## config.mk

```make
export PLATFORM = sky130hd
export DESIGN_NAME = program_loader
export DESIGN_NICKNAME = d
export VERILOG_FILES = /design/src/rtl/karpentium_pkg.sv /design/src/rtl/loader_checksum.sv /design/src/rtl/program_loader.sv
export SDC_FILE = /design/constraint.sdc
export NUM_CORES = 1
export LEC_CHECK = 0
export ABC_AREA = 1
export CAP_MARGIN = 15
export CORE_ASPECT_RATIO = 0.75
export CORE_UTILIZATION = 54
export DETAILED_ROUTE_END_ITERATION = 10
export PLACE_DENSITY = 0.91
export SYNTH_ARGS = -nofsm -noshare
export SYNTH_HDL_FRONTEND = slang
export SYNTH_SLANG_ARGS = --single-unit
```

## constraint.sdc

```tcl
create_clock -name clk -period 3 [get_ports clk]
set_input_delay 0.6 -clock clk [delete_from_list [all_inputs] [get_ports clk]]
set_output_delay 0.6 -clock clk [all_outputs]
set_load 0.02 [all_outputs]
```

## src/rtl/karpentium_pkg.sv

```systemverilog
`default_nettype none
// +----------------------------------------------------------------------------+
// | karpentium_pkg                                                              |
// | Shared widths, memory depth and loader state encoding.                      |
// | Rev 1.0                                                                     |
// +----------------------------------------------------------------------------+
package karpentium_pkg;

  localparam int DEF_ADDR_W = 6;
  localparam int DEF_DATA_W = 16;
  localparam int MEM_DEPTH  = 2 ** DEF_ADDR_W;

  typedef enum logic [2:0] {
    ST_IDLE = 3'd0,
    ST_HDR  = 3'd1,
    ST_LOAD = 3'd2,
    ST_CSUM = 3'd3,
    ST_DONE = 3'd4,
    ST_ERR  = 3'd5
  } loader_state_e;

endpackage : karpentium_pkg
`default_nettype wire

```

## src/rtl/loader_checksum.sv

```systemverilog
`default_nettype none
// +----------------------------------------------------------------------------+
// | loader_checksum                                                             |
// | Modulo-2^DATA_W accumulator with clear, add-enable and equality compare.    |
// | Rev 1.0                                                                     |
// +----------------------------------------------------------------------------+
module loader_checksum #(
  parameter int DATA_W = 16
) (
  input  logic              clk,
  input  logic              clr,
  input  logic              clear,
  input  logic              add_en,
  input  logic [DATA_W-1:0] add_data,
  input  logic [DATA_W-1:0] cmp_data,
  output logic              match
);

  logic [DATA_W-1:0] acc_q;
  logic [DATA_W-1:0] acc_d;

  always_comb begin
    acc_d = acc_q;
    if (clear) begin
      acc_d = '0;
    end else if (add_en) begin
      acc_d = acc_q + add_data;
    end
  end

  always_ff @(posedge clk) begin
    if (clr) begin
      acc_q <= '0;
    end else begin
      acc_q <= acc_d;
    end
  end

  assign match = (acc_q == cmp_data);

endmodule : loader_checksum
`default_nettype wire

```

## src/rtl/program_loader.sv

```systemverilog
`default_nettype none
// +----------------------------------------------------------------------------+
// | program_loader                                                              |
// | Streams host words into program memory from address 0 while holding the    |
// | CPU in clear. Optional trailing checksum: KARP_LOADER_CHECKSUM_EN.          |
// | Rev 1.0                                                                     |
// +----------------------------------------------------------------------------+
module program_loader
  import karpentium_pkg::*;
#(
  parameter int ADDR_W = DEF_ADDR_W,
  parameter int DATA_W = DEF_DATA_W
) (
  input  logic              clk,
  input  logic              clr,
  input  logic              start,
  input  logic [DATA_W-1:0] in_data,
  input  logic              in_valid,
  output logic              in_ready,
  output logic [ADDR_W-1:0] addr_out,
  output logic [DATA_W-1:0] data_out,
  output logic              mem_we,
  output logic              cpu_hold,
  output logic              done,
  output logic              error
);

  localparam logic [ADDR_W:0] MAX_LEN = {1'b1, {ADDR_W{1'b0}}};

  loader_state_e     state_q, state_d;
  logic [ADDR_W:0]   len_q, len_d;
  logic [ADDR_W:0]   count_q, count_d;
  logic [ADDR_W-1:0] ptr_q, ptr_d;
  logic [ADDR_W-1:0] addr_out_q, addr_out_d;
  logic [DATA_W-1:0] data_out_q, data_out_d;
  logic              mem_we_q, mem_we_d;
  logic              in_ready_q, in_ready_d;
  logic              cpu_hold_q, cpu_hold_d;
  logic              done_q, done_d;
  logic              error_q, error_d;
  logic              xfer;

  assign xfer = in_valid & in_ready_q;

`ifdef KARP_LOADER_CHECKSUM_EN
  logic csum_clear;
  logic csum_add;
  logic csum_match;

  assign csum_clear = (state_q == ST_HDR);
  assign csum_add   = xfer & (state_q == ST_LOAD);

  loader_checksum #(
    .DATA_W (DATA_W)
  ) u_checksum (
    .clk      (clk),
    .clr      (clr),
    .clear    (csum_clear),
    .add_en   (csum_add),
    .add_data (in_data),
    .cmp_data (in_data),
    .match    (csum_match)
  );
`endif

  always_comb begin
    state_d    = state_q;
    len_d      = len_q;
    count_d    = count_q;
    ptr_d      = ptr_q;
    addr_out_d = addr_out_q;
    data_out_d = data_out_q;
    mem_we_d   = 1'b0;

    case (state_q)
      ST_IDLE: begin
        if (start) state_d = ST_HDR;
      end
      ST_HDR: begin
        if (xfer) begin
          len_d = in_data[ADDR_W:0];
          if ((len_d == '0) || (len_d > MAX_LEN)) begin
            state_d = ST_ERR;
          end else begin
            ptr_d   = '0;
            count_d = '0;
            state_d = ST_LOAD;
          end
        end
      end
      ST_LOAD: begin
        if (xfer) begin
          addr_out_d = ptr_q;
          data_out_d = in_data;
          mem_we_d   = 1'b1;
          ptr_d      = ptr_q + 1'b1;
          count_d    = count_q + 1'b1;
          if (count_d == len_q) begin
`ifdef KARP_LOADER_CHECKSUM_EN
            state_d = ST_CSUM;
`else
            state_d = ST_DONE;
`endif
          end
        end
      end
`ifdef KARP_LOADER_CHECKSUM_EN
      ST_CSUM: begin
        // Checksum word is consumed here and never reaches memory.
        if (xfer) state_d = csum_match ? ST_DONE : ST_ERR;
      end
`endif
      ST_DONE: begin
        state_d = ST_IDLE;
      end
      ST_ERR: begin
        if (start) state_d = ST_HDR;
      end
      default: begin
        state_d = ST_IDLE;
      end
    endcase

    // Status outputs are registered from the next state so they align with it.
    in_ready_d = (state_d == ST_HDR) || (state_d == ST_LOAD) || (state_d == ST_CSUM);
    cpu_hold_d = (state_d != ST_IDLE);
    done_d     = (state_d == ST_DONE);
    error_d    = (state_d == ST_ERR);
  end

  always_ff @(posedge clk) begin
    if (clr) begin
      state_q    <= ST_IDLE;
      len_q      <= '0;
      count_q    <= '0;
      ptr_q      <= '0;
      addr_out_q <= '0;
      data_out_q <= '0;
      mem_we_q   <= 1'b0;
      in_ready_q <= 1'b0;
      cpu_hold_q <= 1'b0;
      done_q     <= 1'b0;
      error_q    <= 1'b0;
    end else begin
      state_q    <= state_d;
      len_q      <= len_d;
      count_q    <= count_d;
      ptr_q      <= ptr_d;
      addr_out_q <= addr_out_d;
      data_out_q <= data_out_d;
      mem_we_q   <= mem_we_d;
      in_ready_q <= in_ready_d;
      cpu_hold_q <= cpu_hold_d;
      done_q     <= done_d;
      error_q    <= error_d;
    end
  end

  assign in_ready = in_ready_q;
  assign addr_out = addr_out_q;
  assign data_out = data_out_q;
  assign mem_we   = mem_we_q;
  assign cpu_hold = cpu_hold_q;
  assign done     = done_q;
  assign error    = error_q;

endmodule : program_loader
`default_nettype wire

```

Yosys cells after proc, flatten, opt, wreduce, memory -nomap -nowiden
Index checks and enable logic that the tools add are counted.
{ "totals": {"out_inout_bits": 27, "in_bits": 20, "register_bits": 50} }
{ "op_classes": {"n_eq_ne": 12, "add_sub_neg": 2, "magnitude_cmp": 1, "muxes": 15, "reduce_logical": 12, "n_bitwise": 2} }
{ "ops": {"columns": ["operator", "count"], "rows": [
  ["7-bit two-way mux", 3],
  ["6-bit two-way mux", 3],
  ["3-bit two-way mux", 5],
  ["7-bit one-hot mux with 2 select lines", 1],
  ["6-bit one-hot mux with 2 select lines", 1],
  ["3-bit by 2-bit equality test with 1-bit output, second input constant", 3],
  ["3-bit equality test, second input constant", 3],
  ["3-bit one-hot mux with 3 select lines", 1],
  ["7-bit by 1-bit adder with 7-bit output, second input constant", 1],
  ["7-bit equality test", 1],
  ["7-bit > comparator, second input constant", 1],
  ["7-bit logical NOT", 1],
  ["6-bit by 1-bit adder with 6-bit output, second input constant", 1],
  ["3-bit by 1-bit equality test with 1-bit output, second input constant", 2],
  ["2-bit inequality test, second input constant", 3],
  ["2-bit AND reduction", 2],
  ["4-bit AND reduction", 1],
  ["2-bit OR reduction", 2],
  ["3-bit logical NOT", 1],
  ["1-bit logical OR", 3],
  ["3-bit nonzero test", 1],
  ["2-bit nonzero test", 1],
  ["1-bit bitwise AND", 1],
  ["1-bit two-way mux", 1],
  ["1-bit NOT", 1]
]} }

Depth between registers and ports, before layout
{ "logic_depth": {"ltp_word": 8, "depth_mapped": 14, "depth_no_buf": 13} }

Worst setup path before layout
OpenSTA, ideal clock, no wires.
{ "synth_path": {"path_kind": "in2reg", "start": "input port in_valid", "end": "register count_q[0]", "t_required_ps": 2933, "t_arrival_ps": 1786, "slack_ps": 1147, "setup_ps": 67, "path_stages": 9, "cell_sequence": "nand2_1 > nor2_8 > inv_4 > or2_1 > buf_6 > nand2_8 > inv_4 > or2_0 > a21oi_2"} }
{ "synth_via": {"elab_chain_cells": 3, "elab_cells_between_ends": 4} }
{ "synth_lines": {"columns": ["item", "line", "source"], "rows": [
  ["start: declaration", "program_loader.sv:18", "input logic in_valid,"],
  ["1-bit bitwise AND (*)", "program_loader.sv:43", "assign xfer = in_valid & in_ready_q;"],
  ["2-bit inequality test (no source line)", null, null],
  ["4-bit AND reduction (no source line) (*)", null, null],
  ["end signal: assignment", "program_loader.sv:147", "count_q <= count_d;"],
  ["end: declaration", "program_loader.sv:32", "logic [ADDR_W:0] count_q, count_d;"]
]} }
Mark *: on every way between the ends. The rest lies on a longest branch, timed or not.
A chain may end at the register's enable or synchronous reset.

Worst setup path after layout
Same ends and word-level chain as after synthesis.

==> results.md <==
* Commonest non-fill, non-tap cell in the layout: nor2_1
* Synth area leaders: dfxtp_1, nor2_1, o21ai_0, nand2_1, nand3_1
* DR iter-0 viols at 170
* Die Ht at about 57 um
* Crit end category: flop
* Biggest area consumer among synthesized cells: dfxtp_1
* Fmax at ~0.44 GHz
* Peak fanout along the critical path at 19
* Met3 Wirelength at around 350 um
* Post-synth net total at between 300 and 400
* Area growth, synth to finish at 26.6%
* Slowest stage delay, CP at approximately 450 ps
* TritonCTS Buffers at 5
* Drt pass-1 iters at 5
* Sequential share of the synthesized area at 45.7%
* Vias/cell at ~5.2
* Post CTS Setup Buffer Count at 0
* Placeable Area at ~3800 um^2
* Peak supply drop at 0.340 mV
* Hold Buf Count CTS at 0
* Worst-margin pin slew at 506 ps
* # rows at 19
* Leakage at roughly 1.2 nW
* H-tree levels at 2
* Latest clock arrival within the worst-skew pair at approximately 310 ps
* Crit path buf inv count at 3
* RePlAce Congestion at ~0.88
* Fin Hold WS at 490 ps
* Final Setup Violations at 0
* #FFs+latches synth at 50
* Final period utilization at 75.1%
* P per Cell Area at roughly 440 nW/um^2
* Routed Wire Length at 5190 um
* Cells after synthesis at 300
* Clock Pin Slew Worst Setup and Hold Paths at about 90 ps
* Fin. max-slew vios at 0
* RSZ-0062 raised after global routing: false
* Vias in the first global route at ~1900
* Startpoint Class: primary input
* Clk_skew at 1.40 ps
* Cell Area, Synth at 2190 um^2
* CTS tree: done
* Largest net degree at the start of global routing at 24
* First-pass GRT wire length at between 8000 and 9000 um
* Diodes inserted at 0
* # IOs at 47
* Outcome: complete, no violations
* Hpwl dp at 3680 um
* Routed via count at between 2000 and 2500
* Crit path DAT at between 2000 and 3000 ps
* Final min period at 2250 ps
* Layout net count at approximately 370
* DR WL met2 at about 2300 um
* Endpoints failing hold at 0
* Max-Cap Viols at 0
* Root Driver: clkbuf_8
* Post-CTS Resized at 0
* Uppermost layer routed: met4
* Synth cell types at 32
* Total GRT Usage at approximately a quarter
* Max clock buf depth at 2
* Initial Util at just under 60%
* CP most frequent cell: inv_4
* Worst endpoint required time at approximately 3300 ps
* Metal-1 WL at around 2500 um
* Final-layout fill cell count at approximately 300
* Placed cell areas at ~2700 um^2
* Most frequent cells in the layout: nor2_1, dfxtp_1, clkdlybuf4s50_1, nand2_1, o21ai_0
* Top Family by Delay on Critical Path: simple AND/OR/NAND/NOR gates
* Port buffer count at 46
* # DRC at 0
* TritonCTS Sinks at 50
* Die width at between 70 and 80 um
* Setup_tns at 0 ps
* Die Area at 4320 um^2
* Yosys warns at 0
* Post-route cell area at between 2000 and 3000 um^2
* Max transition margin at between 60 and 70%
* Crit path max-delay cell type: clkdlybuf4s50_1
* Syn_area_per_cell at approximately 7.3 um^2
* Hold Path Class: flop to flop
* Crit-path cells: clkdlybuf4s50_1 > nand2_1 > nor2_8 > inv_4 > or2_1 > nand2_8 > inv_4 > or2_0 > a21oi_2
* Routed len/inst at about 13 um
* Number of antenna violations at the first check in global routing at 0
* GR Overflow Total at 0
* Share of layout cells above drive strength 1 at under 10%
* Number of nets with antenna violations after detailed routing at 0
* Top cell type's share of synthesized area at between 40% and 50%
* CP Class: primary input to flop
cells by family (layout without fill, tap and decap cells):
group	Yosys count	count (layout)	synth area share, %
AND/OR/NAND/NOR	162	162	32.7
AO/OA/AOI/OAI	50	50	12.2
XOR/XNOR	5	5	2.00
flip-flops	50	50	45.7
buffers and inverters	31	77	6.23
adder cells (fa/ha/maj)	2	2	1.14
cells in the mapped netlist (all sizes together):
cell / n
clkinv: 1
buf: 2
o21ai: 34
ha: 2
xnor2: 3
nand3b: 2
and3: 2
a211oi: 2
nand2: 45
o21a: 1
xor2: 2
or2: 2
nor3: 6
a21oi: 13
dfxtp: 50
nor2: 84
nand3: 19
inv: 19
nand4: 2
clkbuf: 9
per-stage QoR:
step           utilization, %  setup WS, ps  total power (W)  cells
6_report                 73.4           747          0.00121    398
5_1_grt                  73.4           653          0.00127    398
4_1_cts                  73.4           766          0.00121    398
3_5_place_dp             71.1           490         0.000840    391
3_3_place_gp             71.1           530         0.000837    391
2_1_floorplan               -          1150         0.000784    300
layer usage:
layer / global-route usage [%] / vias to the layer above
li1: - / 1064
met2: 42.0 / 68
met3: 7.77 / 8
met5: 0 / -
met4: 6.88 / 0
met1: 35.7 / 938
path summary, 6_finish.rpt:
| path | from | to | slack [ps] | depth (start not counted) |
|---|---|---|---|---|
| worst max-delay path | in_valid | count_q[0]$_SDFFE_PP0P_ | 750 | 9 |
| worst min register to register | len_q[6]$_SDFFE_PP0P_ | len_q[6]$_SDFFE_PP0P_ | 490 | 2 |
| worst min-delay path | len_q[6]$_SDFFE_PP0P_ | len_q[6]$_SDFFE_PP0P_ | 490 | 2 |
| worst max register to register | count_q[0]$_SDFFE_PP0P_ | in_ready$_SDFF_PP0_ | 940 | 12 |
report_power, final:
group	switching [W]	internal, W
clock	0.000227	0.000160
sequential	0.0000132	0.000679
combinational	0.0000742	0.0000601
total	0.000314	0.000899
tightest hold or removal path, delay by kind of cell (launching register included):
family	cells	cell delay, ps
buffers and inverters	1	70
DFF	1	320
AOI/OAI and AO/OA	1	60
state kept, by name (all words and copies together) (netlist names):
register,count
mem_we,1
count_q,7
addr_out,6
cpu_hold,1
state_q,3
in_ready,1
data_out,16
done,1
len_q,7
ptr_q,6
error,1
layout make-up:
type	count	area [um^2]	share of cell area (%)
multi-input cells	219	1050	38.0
clock buffers	5	68.8	2.48
inverters	20	80.1	2.89
flip-flops and latches	50	1000	36.1
repair buffers	50	490	17.7
clock inverters	2	15.0	0.542
well taps	52	65.1	2.35
No activity file was read; power rests on OpenSTA's default activity.
